==> src/rtl/pipeline_pkg.sv <==
// Shared pipeline constants for the hazard scoreboard.
//   CNT_W     : width of each per-register wait counter
//   LAT_*     : wait cycles loaded into a destination counter on issue
//   NUM_REGS  : architectural register count (x0 is hard-wired zero)
//   id_req_t  : hazard-relevant fields of the instruction sitting in ID
//   issue_lat : picks the wait latency for an issuing producer
package pipeline_pkg;

  localparam int CNT_W    = 2;
  localparam int NUM_REGS = 32;

  localparam logic [CNT_W-1:0] LAT_ALU  = 2'd0;
  localparam logic [CNT_W-1:0] LAT_LOAD = 2'd1;
  localparam logic [CNT_W-1:0] LAT_MUL  = 2'd2;

  typedef struct packed {
    logic       valid;
    logic [4:0] rs1;
    logic [4:0] rs2;
    logic       use_rs1;
    logic       use_rs2;
    logic [4:0] rd;
    logic       esc_reg_n;  // 0 = instruction writes rd
    logic       is_load;
    logic       is_mul;
  } id_req_t;

  // Load wins over multiply when both flags are set.
  function automatic logic [CNT_W-1:0] issue_lat(input logic is_load, input logic is_mul);
    if (is_load)     return LAT_LOAD;
    else if (is_mul) return LAT_MUL;
    else             return LAT_ALU;
  endfunction

endpackage

==> src/rtl/sb_counter.sv <==
// One register's wait counter.
//   clock, reset : rising-edge clock, synchronous active-high reset
//   load         : producer to this register issues this cycle
//   load_val     : latency to start counting from
//   busy         : counter nonzero (register still pending)
// Load takes priority over the per-cycle decrement.
module sb_counter
  import pipeline_pkg::*;
(
  input  logic             clock,
  input  logic             reset,
  input  logic             load,
  input  logic [CNT_W-1:0] load_val,
  output logic             busy
);

  logic [CNT_W-1:0] cnt;

  always_ff @(posedge clock) begin
    if (reset)           cnt <= '0;
    else if (load)       cnt <= load_val;
    else if (cnt != '0)  cnt <= cnt - 1'b1;
  end

  assign busy = (cnt != '0);

endmodule

==> src/rtl/hazard_scoreboard.sv <==
// Register hazard scoreboard for the ID stage.
// Tracks, per register x1..x31, how many more cycles a producer's result is
// unavailable via forwarding, and stalls a consumer until it is.
//   clock, reset        : rising-edge clock, synchronous active-high reset
//   validID             : ID holds a real instruction
//   rs1, rs2            : source indices; useRs1/useRs2 qualify them
//   rdID, EscRegID      : destination and active-low write enable
//   isLoadID            : instruction is a load
//   isMulID             : instruction is a multiply (HAZARD_MULDIV_EN only)
//   stall               : hold PC and IF/ID, bubble into ID/EX (combinational)
//   pendingMask         : bit r set while register r has a nonzero count
//   stallCount          : saturating count of stalled cycles since reset
// Build option: define HAZARD_MULDIV_EN to add isMulID and multiply latency;
// otherwise multiplies are treated as single-cycle ALU ops.
module hazard_scoreboard
  import pipeline_pkg::*;
(
  input  logic        clock,
  input  logic        reset,
  input  logic        validID,
  input  logic [4:0]  rs1,
  input  logic [4:0]  rs2,
  input  logic        useRs1,
  input  logic        useRs2,
  input  logic [4:0]  rdID,
  input  logic        EscRegID,
  input  logic        isLoadID,
`ifdef HAZARD_MULDIV_EN
  input  logic        isMulID,
`endif
  output logic        stall,
  output logic [31:0] pendingMask,
  output logic [15:0] stallCount
);

  id_req_t                req;
  logic [NUM_REGS-1:0]    busy;
  logic [NUM_REGS-1:0]    load;
  logic [CNT_W-1:0]       lat;
  logic                   issue;
  logic                   wr_en;
  logic [15:0]            stall_cnt;

  always_comb begin
    req.valid     = validID;
    req.rs1       = rs1;
    req.rs2       = rs2;
    req.use_rs1   = useRs1;
    req.use_rs2   = useRs2;
    req.rd        = rdID;
    req.esc_reg_n = EscRegID;
    req.is_load   = isLoadID;
`ifdef HAZARD_MULDIV_EN
    req.is_mul    = isMulID;
`else
    req.is_mul    = 1'b0;
`endif
  end

  // Stall reads the pre-edge counters, so rs==rd sees the old producer.
  assign stall = req.valid & ((req.use_rs1 & busy[req.rs1]) |
                              (req.use_rs2 & busy[req.rs2]));
  assign issue = req.valid & ~stall;
  assign wr_en = issue & ~req.esc_reg_n & (req.rd != 5'd0);
  assign lat   = issue_lat(req.is_load, req.is_mul);

  // x0 is never tracked.
  assign busy[0] = 1'b0;
  assign load[0] = 1'b0;

  for (genvar r = 1; r < NUM_REGS; r++) begin : g_reg
    assign load[r] = wr_en & (req.rd == 5'(r));
    sb_counter u_cnt (
      .clock    (clock),
      .reset    (reset),
      .load     (load[r]),
      .load_val (lat),
      .busy     (busy[r])
    );
  end

  assign pendingMask = busy;

  always_ff @(posedge clock) begin
    if (reset)                          stall_cnt <= '0;
    else if (stall && stall_cnt != 16'hFFFF) stall_cnt <= stall_cnt + 16'd1;
  end

  assign stallCount = stall_cnt;

endmodule

==> config.mk <==
export PLATFORM = sky130hd
export DESIGN_NAME = hazard_scoreboard
export DESIGN_NICKNAME = d
export VERILOG_FILES = /design/src/rtl/pipeline_pkg.sv /design/src/rtl/sb_counter.sv /design/src/rtl/hazard_scoreboard.sv
export SDC_FILE = /design/constraint.sdc
export NUM_CORES = 1
export LEC_CHECK = 0
export BUFFER_PORTS_ARGS = -buffer_cell sky130_fd_sc_hd__buf_2
export CAP_MARGIN = 20
export CORE_UTILIZATION = 35
export DETAILED_ROUTE_END_ITERATION = 8
export GPL_TIMING_DRIVEN = 1
export PLACE_DENSITY = 0.55
export SLEW_MARGIN = 20
export SYNTH_ARGS = -nofsm -noshare
export SYNTH_HDL_FRONTEND = slang
export SYNTH_SLANG_ARGS = --single-unit
==> constraint.sdc <==
create_clock -name clock -period 6.7 [get_ports clock]
set_input_delay 1.005 -clock clock [delete_from_list [all_inputs] [get_ports clock]]
set_output_delay 1.005 -clock clock [all_outputs]
set_load 0.05 [all_outputs]
==> impl_summary.log, run 1 <==
[metrics] average cell area after synthesis: between 8 and 9 um^2
[metrics] count of yosys warnings during synthesis: 0
[metrics] wire length of the first global-routing pass: 20.7 mm
[metrics] site row count: 44
[metrics] share of cells above drive strength 1: 0.152
[metrics] worst reg2reg setup slack: 3460 ps
[metrics] combinational family with the most area after synthesis: simple AND/OR/NAND/NOR gates
[metrics] TritonCTS clock tree: done
[metrics] flip-flop and latch count after synthesis: approximately 80
[metrics] final estimated routing congestion in global placement: ~0.80
[metrics] Horiz. Die Dim: 124 um
[metrics] most common cell after layout, fill and taps aside: sky130_fd_sc_hd__inv_1
[metrics] quantity of hold-fixing buffers added after cts: 0
[metrics] maximum number of pins on one net before global-route repair: 82
[metrics] xor/xnor share of the synthesized area: 0.0520
[metrics] final worst hold slack: 494 ps
[metrics] peak supply drop: 146 uV
[metrics] Setup WS pre-CTS: 2730 ps
[metrics] via/cell ratio: 5.24
[metrics] final worst slack: 2650 ps
[metrics] Reg-to-Reg End: stallCount[5]
[metrics] total setup violations reported at the end of the flow: 0
[metrics] final std cells w/o fill: 851
[metrics] number of clock buffers inserted by TritonCTS: 9
[metrics] netlist area before placement: 5220 um^2
[metrics] average detailed-routed wire length per instance: 15.5 um
[metrics] layout overhead on the synthesized area: 11.3%
[metrics] post-synthesis compound-gate area fraction: 0.115
[metrics] ANT nets after route: 0
[metrics] element type at the critical path start: primary input
[metrics] Cell variety after synth: 48
[metrics] latest clock arrival within the worst-skew pair: 340 ps
[metrics] outcome: complete, no violations
[metrics] Gate Count Post-Synth: 638
[metrics] prevailing post-synth register cell: sky130_fd_sc_hd__dfxtp_1
[metrics] number of DRC violations after detailed routing: 0
[metrics] share of flip-flops with an asynchronous set or reset after synthesis: 0
[metrics] minimum clock period after layout: about 4000 ps
[metrics] multiplexer share of the synthesized area: 0.122
[metrics] Nets: about 720
[metrics] number of cells in the design after placement: 834
[metrics] Max Root-Sink Buffers: 2
[metrics] number of antenna violations at the first check in global routing: 3
[metrics] vias in the first global route: 4108
[metrics] worst relative slew slack: 0.247
[metrics] cell repeated most along the worst path: sky130_fd_sc_hd__buf_2
[metrics] Worst-Margin Slew: ~1100 ps
[metrics] share of synthesized cell area in and, or, nand and nor gates: 0.190
[metrics] root cell of the clock tree: sky130_fd_sc_hd__clkbuf_16
[metrics] maximum level of the CTS H-tree: 3
[metrics] 1st-pass router iterations: 4
[metrics] total routing resource utilization after global routing: 0.179
[metrics] RSZ-0062 raised after global routing: no
[metrics] Critical Path Max Stage Delay: 530 ps
[metrics] Die Footprint: 15400 um^2
[metrics] net count after synthesis: 692
[metrics] half-perimeter wire length after detailed placement: approximately 9.6 mm
[metrics] max-slew violation total from the final report: 0
[metrics] worst endpoint required time: 5690 ps
[metrics] worst-path fanout max: 10
[metrics] last element of the critical path: stall
[metrics] adder-cell share of the synthesized area: 0.0767
[metrics] die height: 124 um
[metrics] clock-pin slew on the worst setup and hold paths: roughly 50 ps
[metrics] Max Clock Skew: about 4.6 ps
[metrics] total wire length: 13.2 mm
[metrics] crit end category: primary output
[metrics] starting density of the core: 0.359
[metrics] clk sinks: 78
[metrics] fin util: 0.400
[metrics] number of top-level pins: 71
[metrics] Resized cells post-CTS: 0
[metrics] Detailed Route Iter0 Violations: 293
[metrics] arrival time reported for the critical path endpoint: about 3000 ps
[metrics] Critical Path, Cell by Cell: buf_2 -> mux4_2 -> nand2b_1 -> o2111ai_1 -> nand4b_1 -> a21oi_1 -> buf_2
[metrics] worst setup path start: rs1[0]
[metrics] post-CTS repair timing setup buffer count: 0
[metrics] Crit Reg-Reg Startpoint: g_reg[31].u_cnt.cnt[0]
[metrics] slowest library cell on the worst path: sky130_fd_sc_hd__mux4_2
[metrics] aggregate negative setup slack: 0 ps
[metrics] Lkg Pwr: around 2.6 nW
[metrics] Max Clock Freq: between 200 and 250 MHz
[metrics] Post-synth EDFFs: 0
[metrics] Fin. Hold Viols: 0
[metrics] most frequent cells in the layout: sky130_fd_sc_hd__inv_1, sky130_fd_sc_hd__dfxtp_1, sky130_fd_sc_hd__buf_2, sky130_fd_sc_hd__nor2_1, sky130_fd_sc_hd__a21oi_1
[metrics] number of buffer cells added on primary ports: between 60 and 70
[metrics] via total after detailed routing: 4458
[metrics] startpoint of the lowest-slack hold path: stallCount[11]
[metrics] path category of the worst min-delay check: reg -> reg
[metrics] r2r worst-path depth: 9
[metrics] Power Dens Cells: approximately 450 nW/um^2
[metrics] remaining global-route overflow: 0
[metrics] Core ar.: 14500 um^2
[metrics] final clock period utilization by the worst path: 0.604
[metrics] kind of critical path: in -> out
[metrics] part of the Yosys area used for sequential elements: 0.299
[metrics] max-cap violations: 0
==> sequential cells by signal (all words and copies together), names as in the netlist <==
| register | flops |
|---|---|
| stallCount | 16 |
| g.u_cnt.cnt | 62 |
==> stage by stage <==
stage / instance area [um^2] / power (W)
floorplan: 5220 / 0.00186
global placement: 5450 / 0.00198
detailed placement: 5450 / 0.00203
CTS: 5800 / 0.00262
global route: 5800 / 0.00279
finish: 5810 / 0.00259
==> per-layer routing <==
layer  global-route usage  vias to the layer above  share of wire
met5                    0                        -         0.0017
met4               0.0476                        4          0.012
met3               0.0604                       20          0.070
met2                0.295                      115           0.47
met1                0.222                     2119           0.45
li1                     -                     2200              -
==> synthesized netlist by cell type (3+ instances only) <==
library cell / number / area share
sky130_fd_sc_hd__o21ai_1: 3 / 0.0029
sky130_fd_sc_hd__o2111ai_1: 4 / 0.0067
sky130_fd_sc_hd__clkbuf_1: 17 / 0.012
sky130_fd_sc_hd__ha_1: 32 / 0.077
sky130_fd_sc_hd__mux4_2: 10 / 0.043
sky130_fd_sc_hd__nand2_1: 18 / 0.013
sky130_fd_sc_hd__and3b_1: 3 / 0.0050
sky130_fd_sc_hd__buf_2: 6 / 0.0058
sky130_fd_sc_hd__or4_1: 13 / 0.019
sky130_fd_sc_hd__a311oi_1: 3 / 0.0050
sky130_fd_sc_hd__a211oi_1: 12 / 0.017
sky130_fd_sc_hd__o31ai_1: 12 / 0.017
sky130_fd_sc_hd__nand3_1: 27 / 0.026
sky130_fd_sc_hd__o21ai_0: 3 / 0.0029
sky130_fd_sc_hd__xnor2_1: 3 / 0.0050
sky130_fd_sc_hd__buf_6: 3 / 0.0065
sky130_fd_sc_hd__and3_1: 12 / 0.014
sky130_fd_sc_hd__nor3b_1: 17 / 0.024
sky130_fd_sc_hd__nor2_1: 68 / 0.049
sky130_fd_sc_hd__nand4_1: 6 / 0.0072
sky130_fd_sc_hd__nor4_1: 3 / 0.0036
sky130_fd_sc_hd__buf_4: 32 / 0.046
sky130_fd_sc_hd__dfxtp_1: 78 / 0.30
sky130_fd_sc_hd__nand2b_1: 3 / 0.0036
sky130_fd_sc_hd__nor3_1: 13 / 0.012
sky130_fd_sc_hd__inv_1: 101 / 0.073
sky130_fd_sc_hd__mux2i_1: 6 / 0.012
sky130_fd_sc_hd__mux2_1: 30 / 0.065
sky130_fd_sc_hd__xor2_1: 28 / 0.047
sky130_fd_sc_hd__a21oi_1: 49 / 0.047
==> area by class of cell <==
class	count	area (um^2)
Fill cell	1457	8720
Multi-Input combinational cell	399	2910
Sequential cell	78	1560
Inverter	101	379
Timing Repair Buffer	72	368
Clock buffer	12	267
Tap cell	184	230
Clock inverter	3	90.1
Antenna cell	2	5.00
==> worst max-delay path, delay by kind of cell <==
kind,cells,cell delay [ps]
AOI/OAI and AO/OA,2,520
buffers and inverters,2,580
muxes,1,530
and+or+nand+nor,2,400
==> power breakdown <==
part           switching [W]  internal (W)  total, W
logic               0.000895      0.000463   0.00136
clock network       0.000190      0.000392  0.000583
registers          0.0000678      0.000586  0.000654
==> worst min-delay path by stage <==
stage	end	slack (ps)	depth (start not counted)
floorplan	g_reg[11].u_cnt.cnt[1]	490	2
global placement	stallCount[11]	470	2
detailed placement	stallCount[11]	490	2
CTS	stallCount[11]	500	2
global route	stallCount[9]	510	2
finish	stallCount[11]	490	2
==> logic make-up (layout without fill, tap and decap cells) <==
kind of cell,count (synthesis),after routing
buf+inv,161,188
mux,47,47
other cells,1,3
fa+ha+maj,32,32
compound gates,96,96
simple gates,192,192
xor+xnor,31,31
flops,78,78
(Power assumes the default switching activity.)
==> inputs of run 2 (changes only) <==
- ABC_AREA: not set -> 1
- PLACE_DENSITY: 0.55 -> 0.57
- clock period: 6.7 -> 3.4 ns (I/O delays scaled with it)
==> impl_summary.log, run 2 <==
[metrics] outcome: complete, no violations
[metrics] worst-path fanout max: 18 (+8)
[metrics] Max Root-Sink Buffers: 2 (unchanged)
[metrics] net count after synthesis: 934 (+35%)
[metrics] minimum clock period after layout: slightly below 3000 ps
[metrics] part of the Yosys area used for sequential elements: 0.271 (-0.0285)
[metrics] via total after detailed routing: 5359 (+20%)
[metrics] Lkg Pwr: 3.06 nW (+17%)
[metrics] die height: 130 um (+5.0%)
[metrics] Nets: 950 (+33%)
[metrics] sum of buffers and inverters on the critical path: 3 (+1)
[metrics] kind of critical path: reg -> out
[metrics] Detailed Route Iter0 Violations: 342 (+17%)
[metrics] Core ar.: 16000 um^2 (+10%)
[metrics] cells taking the most area after synthesis: sky130_fd_sc_hd__dfxtp_1, sky130_fd_sc_hd__nand2_1, sky130_fd_sc_hd__inv_1
[metrics] layout overhead on the synthesized area: 7.90%
[metrics] number of buffer cells added on primary ports: 69 (unchanged)
[metrics] Resized cells post-CTS: 0 (unchanged)
[metrics] area share of the largest cell type after synthesis: 0.271 (-0.0285)
[metrics] worst endpoint required time: 2890 ps (-2800 ps)
[metrics] final estimated routing congestion in global placement: 0.871 (+8.5%)
[metrics] Fin. Hold Viols: 0 (unchanged)
[metrics] Max Clock Skew: 9.06 ps (+4.49 ps)
[metrics] total setup violations reported at the end of the flow: 0 (unchanged)
[metrics] remaining global-route overflow: 0 (unchanged)
[metrics] commonest cells in the netlist: sky130_fd_sc_hd__nand2_1, sky130_fd_sc_hd__inv_1, sky130_fd_sc_hd__nor2_1, sky130_fd_sc_hd__dfxtp_1, sky130_fd_sc_hd__a21oi_1
[metrics] total routing resource utilization after global routing: 0.192 (+0.0133)
[metrics] maximum number of pins on one net before global-route repair: 34 (-59%)
[metrics] final cell area excluding filler cells: 6220 um^2 (+7.1%)
[metrics] peak supply drop: 573 uV (+290%)
[metrics] Cell Area, Placed: 5950 um^2 (+9.2%)
[metrics] max-cap violations: 0 (unchanged)
[metrics] cell family contributing the most delay on the critical path: simple AND/OR/NAND/NOR gates
[metrics] Critical Path, Cell by Cell: inv_1 -> ha_1 -> inv_1 -> nand2_1 -> nand3_1 -> nand3_1 -> nand3_1 -> nand2_1 -> nand2_1 -> nand3_4 -> a21boi_0 -> buf_2
[metrics] Cell variety after synth: 32 (-33%)
[metrics] path category of the worst min-delay check: reg -> reg
[metrics] 1st-pass router iterations: 5 (+1)
[metrics] aggregate negative setup slack: 0 ps (unchanged)
[metrics] Gate Count Post-Synth: 880 (+38%)
[metrics] share of flip-flops with an asynchronous set or reset after synthesis: 0 (unchanged)
[metrics] count of yosys warnings during synthesis: 0 (unchanged)
[metrics] flip-flop and latch count after synthesis: 78 (unchanged)
[metrics] slowest library cell on the worst path: sky130_fd_sc_hd__dfxtp_1
[metrics] number of DRC violations after detailed routing: 0 (unchanged)
[metrics] ANT nets after route: 0 (unchanged)
[metrics] number of top-level pins: 71 (unchanged)
[metrics] share of cells above drive strength 1: 0.134 (-0.0176)
[metrics] final clock period utilization by the worst path: 0.875
[metrics] netlist area before placement: 5770 um^2 (+11%)
[metrics] most instantiated library cell after synthesis: sky130_fd_sc_hd__nand2_1
[metrics] max-slew violation total from the final report: 0 (unchanged)
[metrics] latest clock arrival within the worst-skew pair: 350 ps (about the same)
[metrics] arrival time reported for the critical path endpoint: 2460 ps (-580 ps)
[metrics] worst reg2reg setup slack: 770 ps (-2690 ps)
[metrics] number of fill cells: 1799 (+23%)
[metrics] cell type with the highest aggregate area in the netlist: sky130_fd_sc_hd__dfxtp_1
[metrics] clock-pin slew on the worst setup and hold paths: 60 ps (about the same)
[metrics] element type at the critical path start: register
[metrics] Worst-Margin Slew: 681 ps (-446 ps)
[metrics] largest register by flop count: g.u_cnt.cnt
[metrics] Critical Path Max Stage Delay: 340 ps (-190 ps)
[metrics] quantity of hold-fixing buffers added after cts: 0 (unchanged)
[metrics] via/cell ratio: 4.80 (-8.4%)
[metrics] Die Footprint: 17000 um^2 (+10%)
[metrics] Post-synth EDFFs: 0 (unchanged)
[metrics] Horiz. Die Dim: 130 um (+5.0%)
[metrics] root cell of the clock tree: sky130_fd_sc_hd__clkbuf_16
[metrics] average cell area after synthesis: 6.55 um^2 (-20%)
[metrics] vias in the first global route: 4843 (+18%)
[metrics] post-CTS repair timing setup buffer count: 0 (unchanged)
[metrics] RSZ-0062 raised after global routing: no
[metrics] starting density of the core: 0.360 (+0.00142)
[metrics] Max Clock Freq: 336 MHz
[metrics] half-perimeter wire length after detailed placement: 11.1 mm (+16%)
[metrics] most common cell after layout, fill and taps aside: sky130_fd_sc_hd__nand2_1
[metrics] clk sinks: 78 (unchanged)
[metrics] number of flip-flops in the largest register: 62 (unchanged)
[metrics] antenna diode instance count: 0 (-2)
[metrics] number of antenna violations at the first check in global routing: 1 (-2)
[metrics] TritonCTS clock tree: done
[metrics] worst relative slew slack: 0.546 (+0.299)
[metrics] number of clock buffers inserted by TritonCTS: 9 (unchanged)
[metrics] wire length of the first global-routing pass: 25.0 mm (+21%)
[metrics] crit end category: primary output
[metrics] average detailed-routed wire length per instance: 13.8 um (-11%)
[metrics] most frequent cells in the layout: sky130_fd_sc_hd__nand2_1, sky130_fd_sc_hd__inv_1, sky130_fd_sc_hd__nor2_1, sky130_fd_sc_hd__dfxtp_1, sky130_fd_sc_hd__buf_2
[metrics] Power Dens Cells: 977 nW/um^2 (+120%)
[metrics] total wire length: 15.4 mm (+17%)
[metrics] maximum level of the CTS H-tree: 3 (unchanged)
[metrics] site row count: 46 (+4.5%)
[metrics] prevailing post-synth register cell: sky130_fd_sc_hd__dfxtp_1
==> run 2: cell count changes after synthesis, moves of 18 or more <==
cell | before | now
sky130_fd_sc_hd__nand3_1 | 27 | 58
sky130_fd_sc_hd__nand4_1 | 6 | 46
sky130_fd_sc_hd__nand2_1 | 18 | 170
sky130_fd_sc_hd__nor2_1 | 68 | 114
sky130_fd_sc_hd__inv_1 | 101 | 127
sky130_fd_sc_hd__mux2_1 | 30 | 0
sky130_fd_sc_hd__o21ai_0 | 3 | 33
sky130_fd_sc_hd__a21oi_1 | 49 | 67
==> run 2: routing by layer <==
layer  GRT usage  wire [um]
met2       0.308       6780
met1       0.254       7390
met4      0.0798        273
met3      0.0362        918
met5           0          8
==> run 2: area by class of cell <==
class	count	area, um^2	area share
clock buffer	10	229	0.0368
clock inverter	6	46.3	0.00744
inverter	131	499	0.0802
multi-input combinational	600	3220	0.517
sequential	78	1560	0.251
tap	216	270	0.0434
timing repair buffer	76	398	0.0639
==> run 2: stage by stage <==
stage | setup slack, ps | hold slack (ps) | cells | utilization | total power [W]
floorplan | 295 | 501 | 880 | - | 0.00476
finish | 425 | 489 | 1117 | 0.389 | 0.00608
detailed placement | 538 | 473 | 1101 | 0.372 | 0.00517
global route | 194 | 519 | 1117 | 0.389 | 0.00666
global placement | 577 | 479 | 1101 | 0.372 | 0.00514
CTS | 355 | 486 | 1117 | 0.389 | 0.00614
==> run 2: final timing paths <==
kind	depth (start not counted)	endpoint	from
hold reg to reg	2	stallCount[15]	stallCount[15]
hold / removal	2	stallCount[15]	stallCount[15]
setup reg to reg	15	g_reg[4].u_cnt.cnt[1]	g_reg[10].u_cnt.cnt[0]
setup / recovery	12	stall	g_reg[10].u_cnt.cnt[0]
==> run 2: report_power, final <==
part	internal, W	switching (W)
clock network	0.000500	0.000429
logic	0.00108	0.00260
registers	0.00128	0.000188
total	0.00286	0.00322
==> run 2: worst register-to-register path, delay by kind of cell (launching register included) <==
kind                       cells  cell delay (ps)
and+or+nand+nor                9              980
buffers and inverters          4              860
AOI/OAI and AO/OA              1              150
DFF                            1              320
adders and majority gates      1              180
==> run 2: cells by family (layout without fill, tap and decap cells) <==
kind of cell | after synthesis | after routing | share of synthesized area
AOI/OAI and AO/OA | 111 | 111 | 0.102
adders and majority gates | 32 | 32 | 0.0694
other | 1 | 1 | 0.000650
xor gates and xnor gates | 44 | 44 | 0.0668
buffers and inverters | 202 | 223 | 0.171
DFF | 78 | 78 | 0.271
and+or+nand+nor | 412 | 412 | 0.319
==> inputs of run 3 (changes only) <==
- CORE_ASPECT_RATIO: not set -> 1.4
- PLACE_DENSITY: 0.57 -> 0.55
- clock period: 3.4 -> 3.7 ns (I/O delays scaled with it)
==> impl_summary.log, run 3 (synthesis results as in run 2) <==
[metrics] post-CTS repair timing setup buffer count: 0 (unchanged)
[metrics] remaining global-route overflow: 0 (unchanged)
[metrics] max-cap violations: 0 (unchanged)
[metrics] wire length of the first global-routing pass: 25.6 mm (+2.6%)
[metrics] die height: 154 um (+18%)
[metrics] Core ar.: 16200 um^2 (+1.1%)
[metrics] number of fill cells: 1759 (-2.2%)
[metrics] worst endpoint required time: 3140 ps (+250 ps)
[metrics] clock-pin slew on the worst setup and hold paths: 60 ps (about the same)
[metrics] number of top-level pins: 71 (unchanged)
[metrics] final worst slack: 722 ps (+297 ps)
[metrics] quantity of hold-fixing buffers added after cts: 0 (unchanged)
[metrics] number of antenna violations at the first check in global routing: 1 (unchanged)
[metrics] outcome: complete, no violations
[metrics] layout overhead on the synthesized area: 8.00%
[metrics] Max Clock Skew: 8.64 ps (-0.425 ps)
[metrics] maximum number of pins on one net before global-route repair: 46 (+35%)
[metrics] kind of critical path: reg -> out
[metrics] worst relative slew slack: 0.539 (-0.00708)
[metrics] number of clock buffers inserted by TritonCTS: 9 (unchanged)
[metrics] 1st-pass router iterations: 4 (-1)
[metrics] Max Clock Freq: 336 MHz
[metrics] most frequent cells in the layout: sky130_fd_sc_hd__nand2_1, sky130_fd_sc_hd__inv_1, sky130_fd_sc_hd__nor2_1, sky130_fd_sc_hd__dfxtp_1, sky130_fd_sc_hd__buf_2
[metrics] arrival time reported for the critical path endpoint: 2420 ps (-40 ps)
[metrics] number of DRC violations after detailed routing: 0 (unchanged)
[metrics] Detailed Route Iter0 Violations: 250 (-27%)
[metrics] final estimated routing congestion in global placement: 0.891 (+2.3%)
[metrics] Worst-Margin Slew: 692 ps (+10.6 ps)
[metrics] largest register by flop count: g.u_cnt.cnt
[metrics] Setup WS pre-CTS: 728 ps (+190 ps)
[metrics] total setup violations reported at the end of the flow: 0 (unchanged)
[metrics] half-perimeter wire length after detailed placement: 11.3 mm (+1.7%)
[metrics] share of cells above drive strength 1: 0.133 (-0.00111)
[metrics] via total after detailed routing: 5329 (-0.56%)
[metrics] clk sinks: 78 (unchanged)
[metrics] Fin. Hold Viols: 0 (unchanged)
[metrics] TritonCTS clock tree: done
[metrics] Lkg Pwr: 3.08 nW (+0.53%)
[metrics] final clock period utilization by the worst path: 0.805
[metrics] number of buffer cells added on primary ports: 69 (unchanged)
[metrics] via/cell ratio: 4.84 (+0.98%)
[metrics] maximum level of the CTS H-tree: 3 (unchanged)
[metrics] Resized cells post-CTS: 0 (unchanged)
[metrics] Die Footprint: 17000 um^2 (about the same)
[metrics] path category of the worst min-delay check: reg -> reg
[metrics] site row count: 55 (+20%)
[metrics] worst-path fanout max: 5 (-13)
[metrics] number of flip-flops in the largest register: 62 (unchanged)
[metrics] element type at the critical path start: register
[metrics] Nets: 950 (unchanged)
[metrics] max-slew violation total from the final report: 0 (unchanged)
[metrics] minimum clock period after layout: 2980 ps
[metrics] root cell of the clock tree: sky130_fd_sc_hd__clkbuf_16
[metrics] vias in the first global route: 5074 (+4.8%)
[metrics] Max Root-Sink Buffers: 2 (unchanged)
[metrics] crit end category: primary output
[metrics] total wire length: 15.7 mm (+1.8%)
[metrics] ANT nets after route: 0 (unchanged)
[metrics] RSZ-0062 raised after global routing: no
[metrics] most common cell after layout, fill and taps aside: sky130_fd_sc_hd__nand2_1
[metrics] Horiz. Die Dim: 110 um (-15%)
[metrics] starting density of the core: 0.357 (-0.00382)
[metrics] latest clock arrival within the worst-skew pair: 350 ps (about the same)
[metrics] total routing resource utilization after global routing: 0.190 (-0.00243)
[metrics] average detailed-routed wire length per instance: 14.2 um (+3.4%)
[metrics] antenna diode instance count: 0 (unchanged)
[metrics] peak supply drop: 431 uV (-25%)
[metrics] aggregate negative setup slack: 0 ps (unchanged)
[metrics] Power Dens Cells: 904 nW/um^2 (-7.5%)
run 3: metrics by stage:
step                      area (um^2)  hold slack [ps]  cells  power [W]  utilization
after floorplan                  5770              501    880    0.00438            -
after global placement           5930              490   1084    0.00472        0.366
after detailed placement         5930              483   1084    0.00474        0.366
after CTS                        6230              495   1100    0.00570        0.385
after global routing             6230              516   1100    0.00614        0.385
final                            6230              491   1100    0.00563        0.385
run 3: layout make-up:
class	instances	area (um^2)	area share
multi-input combinational	600	3220	0.517
sequential	78	1560	0.251
inverter	131	499	0.0801
timing repair buffer	76	398	0.0639
clock buffer	13	260	0.0418
tap	199	249	0.0400
clock inverter	3	42.5	0.00683
run 3: path summary, 6_finish.rpt:
check / start / to / slack [ps] / cells past startpoint
setup reg to reg: g_reg[16].u_cnt.cnt[0] / g_reg[30].u_cnt.cnt[1] / 1070 / 15
setup / recovery: g_reg[3].u_cnt.cnt[0] / stall / 720 / 12
hold reg to reg: stallCount[13] / stallCount[13] / 490 / 2
hold / removal: stallCount[13] / stallCount[13] / 490 / 2
run 3: worst max-delay path: stages (launching register included):
cell and delay (ps):
sky130_fd_sc_hd__dfxtp_1 350, sky130_fd_sc_hd__inv_1 50, sky130_fd_sc_hd__ha_1 210, sky130_fd_sc_hd__inv_1 190
sky130_fd_sc_hd__nand2_1 80, sky130_fd_sc_hd__nand3_1 110, sky130_fd_sc_hd__nand3_1 80, sky130_fd_sc_hd__nand3_1 90
sky130_fd_sc_hd__nand2_1 60, sky130_fd_sc_hd__nand2_1 90, sky130_fd_sc_hd__nand3_4 80, sky130_fd_sc_hd__a21boi_0 360
sky130_fd_sc_hd__buf_2 340
run 3: power breakdown:
part           total (W)  internal (W)  switching [W]
Clock           0.000925      0.000559       0.000365
Sequential       0.00135       0.00118       0.000172
Combinational    0.00336      0.000997        0.00236
run 3: layer usage:
metal	share of wire	track usage	up-vias	wire length (um)
met5	0.00077	0	-	12
met1	0.43	0.218	2416	6790
met3	0.041	0.0367	21	646
met4	0.022	0.0806	2	337
li1	-	-	2801	-
met2	0.50	0.342	89	7870
